$ cat config.mk
export PLATFORM = sky130hd
export DESIGN_NAME = route_compute_unit
export DESIGN_NICKNAME = d
export VERILOG_FILES = /design/src/rtl/route_compute_unit.sv
export SDC_FILE = /design/constraint.sdc
export NUM_CORES = 1
export LEC_CHECK = 0
export ABC_CLOCK_PERIOD_IN_PS = 2450
export CAP_MARGIN = 25
export CORE_ASPECT_RATIO = 0.6
export CORE_MARGIN = 1
export CORE_UTILIZATION = 47
export DETAILED_ROUTE_END_ITERATION = 8
export GPL_TIMING_DRIVEN = 0
export PLACE_DENSITY = 0.91
export REMOVE_ABC_BUFFERS = 1
export SLEW_MARGIN = 20
export SYNTH_ARGS = -nofsm -noshare
export SYNTH_HDL_FRONTEND = slang
export SYNTH_SLANG_ARGS = --single-unit
$ cat constraint.sdc
create_clock -name clk -period 2.45 [get_ports clk]
set_clock_uncertainty 0.2 [all_clocks]
set_input_delay 0.735 -clock clk [delete_from_list [all_inputs] [get_ports clk]]
set_output_delay 0.735 -clock clk [all_outputs]
set_load 0.01 [all_outputs]
$ cat src/rtl/route_compute_unit.sv
// Per-input-port dimension-order route stage: a head accepted at edge N is routed and locked from cycle N+1.
// The route is held until release_i; head_ready_o drops while locked unless release_i frees the port in the same cycle.
module route_compute_unit #(
    parameter int NOC_WIDTH    = 4,
    parameter int NOC_LENGTH   = 4,
    parameter int ROUTER_ID    = 0,
    parameter int ROUTING_MODE = 0,
    parameter int CNT_W        = 16,
    localparam int X_W         = $clog2(NOC_WIDTH),
    localparam int Y_W         = $clog2(NOC_LENGTH),
    localparam int ADDR_W      = X_W + Y_W
) (
    input  logic              clk,
    input  logic              rst_n,
    input  logic              head_valid_i,
    input  logic [ADDR_W-1:0] dest_addr_i,
    output logic              head_ready_o,
    input  logic              release_i,
    output logic              route_valid_o,
    output logic [2:0]        route_port_o,
    output logic [4:0]        route_oh_o,
    output logic              addr_err_o,
    output logic              proto_err_o,
    output logic [CNT_W-1:0]  pkt_count_o,
    input  logic              clr_i
);
    localparam logic [2:0] PORT_LOCAL = 3'd0;
    localparam logic [2:0] PORT_NORTH = 3'd1;
    localparam logic [2:0] PORT_SOUTH = 3'd2;
    localparam logic [2:0] PORT_EAST  = 3'd3;
    localparam logic [2:0] PORT_WEST  = 3'd4;

    localparam logic [0:0] ST_IDLE   = 1'b0;
    localparam logic [0:0] ST_ACTIVE = 1'b1;

    localparam logic [ADDR_W-1:0] RID   = ADDR_W'(ROUTER_ID);
    localparam logic [X_W-1:0]    RX    = RID[X_W-1:0];
    localparam logic [Y_W-1:0]    RY    = RID[ADDR_W-1:X_W];
    localparam logic [X_W:0]      X_LIM = (X_W+1)'(NOC_WIDTH);
    localparam logic [Y_W:0]      Y_LIM = (Y_W+1)'(NOC_LENGTH);

    logic [0:0]       r_state;
    logic [2:0]       r_port;
    logic [4:0]       r_oh;
    logic             r_addr_err;
    logic             r_proto_err;
    logic [CNT_W-1:0] r_cnt;

    logic [X_W-1:0]   w_dx;
    logic [Y_W-1:0]   w_dy;
    logic             w_oor;
    logic             w_accept;
    logic             w_idle_release;
    logic [2:0]       w_port;

    assign w_dx           = dest_addr_i[X_W-1:0];
    assign w_dy           = dest_addr_i[ADDR_W-1:X_W];
    assign w_oor          = ({1'b0, w_dx} >= X_LIM) || ({1'b0, w_dy} >= Y_LIM);
    assign head_ready_o   = (r_state == ST_IDLE) || release_i;
    assign w_accept       = head_valid_i && head_ready_o;
    assign w_idle_release = (r_state == ST_IDLE) && release_i;

    // Out-of-mesh destinations are steered to LOCAL so the packet still drains.
    always_comb begin
        w_port = PORT_LOCAL;
        if (w_oor || (dest_addr_i == RID)) begin
            w_port = PORT_LOCAL;
        end else if (ROUTING_MODE == 1) begin
            if (w_dy != RY)      w_port = (w_dy < RY) ? PORT_NORTH : PORT_SOUTH;
            else                 w_port = (w_dx > RX) ? PORT_EAST  : PORT_WEST;
        end else begin
            if (w_dx != RX)      w_port = (w_dx > RX) ? PORT_EAST  : PORT_WEST;
            else                 w_port = (w_dy < RY) ? PORT_NORTH : PORT_SOUTH;
        end
    end

    always_ff @(posedge clk or negedge rst_n) begin
        if (!rst_n) begin
            r_state <= ST_IDLE;
            r_port  <= 3'd0;
            r_oh    <= 5'd0;
        end else if (w_accept) begin
            r_state <= ST_ACTIVE;
            r_port  <= w_port;
            r_oh    <= 5'(1) << w_port;
        end else if ((r_state == ST_ACTIVE) && release_i) begin
            r_state <= ST_IDLE;
            r_port  <= 3'd0;
            r_oh    <= 5'd0;
        end
    end

    // Clear wins over any same-cycle error set or count increment.
    always_ff @(posedge clk or negedge rst_n) begin
        if (!rst_n) begin
            r_addr_err  <= 1'b0;
            r_proto_err <= 1'b0;
            r_cnt       <= '0;
        end else if (clr_i) begin
            r_addr_err  <= 1'b0;
            r_proto_err <= 1'b0;
            r_cnt       <= '0;
        end else begin
            if (w_accept && w_oor) r_addr_err  <= 1'b1;
            if (w_idle_release)    r_proto_err <= 1'b1;
            if (w_accept && !(&r_cnt)) r_cnt <= r_cnt + CNT_W'(1);
        end
    end

    assign route_valid_o = (r_state == ST_ACTIVE);
    assign route_port_o  = r_port;
    assign route_oh_o    = r_oh;
    assign addr_err_o    = r_addr_err;
    assign proto_err_o   = r_proto_err;
    assign pkt_count_o   = r_cnt;

endmodule

==> impl_metrics.tcl <==
set metrics [dict create \
    first_pass_iters 4 \
    grt_overflow_total 0 \
    finalCritPeriodShare 0.9528 \
    cts_num_sinks 24 \
    antenna_left 0 \
    rows 14 \
    clk_latency_ns 0.27 \
    hold_viol 0 \
    slew_violations 0 \
    synth_seq_cells 24 \
    worstPathArrival_ns 1.40 \
    seq_area_frac_synth 0.4598 \
    synthArstFlopShare 1.000 \
    fmax_mhz 428.4 \
    cts-root-buf "clkbuf_8" \
    place_area_sq_um 1612 \
    area_growth_pct 30.36 \
    ir_drop_uv 268.7 \
    syn-instance-count 136 \
    syn_area_sq_um 1306 \
    via_per_inst 6.246 \
    synth.distinct_cells 33 \
    yosysTopAreaCell "dfrtp_1" \
    synth.area.top_cells "dfrtp_1 (46%), a21oi_1 (5.4%), nand4_1 (4.3%), o31ai_1 (4.0%), or4_1 (4.0%)" \
    drt-initial-drc-count 108 \
    hold_class "in2async" \
    worst_slew_pin_slew_ns 0.7246 \
    core_sq_um 2575 \
    grt_max_degree 25 \
    path_delay_family "buffers and inverters" \
    crit_fanout 10 \
    fin_area_sq_um 1703 \
    fin_hold_ws_ns 0.2333 \
    cts_tree "done" \
    numPlacedInstances 193 \
    p_leak_nw 0.6873 \
    fin_tns_setup_ns 0 \
    fin_cells 199 \
    clk_pin_slew_ns 0.09 \
    maxCapViolCount 0 \
    start_kind "flip-flop" \
    crit_chain "clkdlybuf4s50_1" \
    antenna_found_initial 0 \
    fin_crit_ns 2.334 \
    path_buf_inv 1 \
    worstSetupPathType "reg2out" \
    die_x_um 70.06 \
    synthFlopType "dfrtp_1" \
    htreeDepth 1 \
    vias 1243 \
    slew_headroom 0.5154 \
    avgRoutedWirePerCell_um 16.61 \
    track_usage 0.2215 \
    synth-edff-count 0 \
    hpwl_mm 2.294 \
    postSynthAreaPerCell_sq_um 9.605 \
    worstPathRequired_ns 1.51 \
    synth_warnings 0 \
    status "finished clean" \
    clock_path_buffers 2 \
    start_util 0.5073 \
    worst_setup_path_end_kind "output port" \
    nets 178 \
    critPathMaxStageDelay_ns 0.60 \
    power_density_nw_per_um2 466.4 \
    drive_gt1_frac 0.07784 \
    cp_slowest_cell "clkdlybuf4s50_1" \
    rsz0062_at_grt "false" \
    grt_pass1_vias 1175 \
    yosysTopAreaCellShare 0.4598 \
    diodes 0 \
    globalplace.congestion 0.8109 \
    grt_pass1_wl_mm 5.195 \
    die_h_um 42.84 \
    drc 0 \
    die-area_sq_um 3001 \
    portBuffers 33 \
    wirelength_mm 3.305 \
    numCtsBuffers 3 \
    setup_viol 0 \
    total_power_w 0.0007941 \
    ios 37 \
]
[flip-flops by register name, summed over array words and instances, names as in the netlist]
signal / cells
route_valid_o: 1
proto_err_o: 1
pkt_count_o: 16
route_oh_o: 4
route_port_o: 2
[final cells by class]
| type | instances | area (sq um) |
|---|---|---|
| fill | 202 | 872.1 |
| clock buffer | 4 | 55.05 |
| tap | 32 | 40.04 |
| timing repair buffer | 34 | 335.3 |
| multi-input combinational | 104 | 668.1 |
| sequential | 24 | 600.6 |
| inverter | 1 | 3.754 |
[cells in the mapped netlist, types with 3 or more instances]
library cell / count
or4_1: 7
o31ai_1: 7
and2_1: 4
nand3_1: 3
and3_1: 3
a21oi_1: 14
dfrtp_1: 24
nand4_1: 9
nand2_1: 12
a211oi_1: 3
a31oi_1: 3
nor2_1: 7
buf_4: 5
or3_1: 3
o21ai_0: 7
[through the flow]
stage                       util  setup WS, ns
after floorplan                -        0.2898
after global placement    0.6259       -0.6551
after detailed placement  0.6259       -0.6743
after CTS                 0.6531       0.02152
after global routing      0.6613       0.04040
final                     0.6613        0.1155
[report_power, final]
| part | internal [W] | switching (W) |
|---|---|---|
| Combinational | 0.0000461 | 0.0000521 |
| Clock | 0.000144 | 0.000134 |
| Sequential | 0.000409 | 0.00000917 |
| Total | 0.000598 | 0.000196 |
[cell families after synthesis]
logic type / Yosys count / synth area share
muxes: 2 / 0.01724
buffers and inverters: 11 / 0.05843
and+or+nand+nor: 61 / 0.2864
adders and majority gates: 1 / 0.009577
DFF: 24 / 0.4598
AOI/OAI and AO/OA: 36 / 0.1657
other: 1 / 0.002871
[final timing paths]
| path | to | slack (ns) | start | cells past startpoint |
|---|---|---|---|---|
| max | pkt_count_o[2] | 0.12 | pkt_count_o[2] | 1 |
| min | pkt_count_o[12] | 0.23 | rst_n | 1 |
| max reg2reg | pkt_count_o[15] | 0.21 | pkt_count_o[3] | 4 |
| min reg2reg | route_port_o[0] | 0.30 | route_port_o[0] | 2 |
| max in group asynchronous | pkt_count_o[5] | 1.46 | rst_n | 1 |
| min in group clk | route_port_o[0] | 0.30 | route_port_o[0] | 2 |
[routing by layer]
layer,global-route usage,vias up,part of all wire
met4,0.06000,0,0.0061
li1,-,578,-
met3,0.05226,4,0.045
met1,0.3015,620,0.47
met5,0,-,0
met2,0.3577,41,0.48
[placed cells by master (no fill, tap or decap), drive strengths merged]
master,netlist,layout
inv,1,1
a32o,1,1
buf,8,2
nand4,10,10
nand3b,1,1
nor2,7,7
clkdlybuf4s15,0,1
o31ai,7,7
o21ai,7,7
mux2,2,2
nor2b,2,2
a21oi,14,14
conb,1,3
nor3,2,2
clkbuf,2,4
clkdlybuf4s50,0,29
or3,3,3
ha,1,1
nor4,3,4
nand2,12,12
or4,7,7
dlygate4sd2,0,1
a21boi,1,1
and3,3,3
and4,2,2
nand3,3,3
a211oi,3,3
dlymetal6s2s,0,1
and2,4,4
a31oi,3,3
dfrtp,24,24
nand2b,2,2
[repair_timing]
action | CTS | global route
gates resized for setup | 6 | 3
setup endpoints to repair | 9 | 11
hold buffers | 0 | 0
pin swaps | 0 | 1
buffers inserted | 1 | 0
gates cloned | 0 | 1
(Power assumes the default switching activity.)
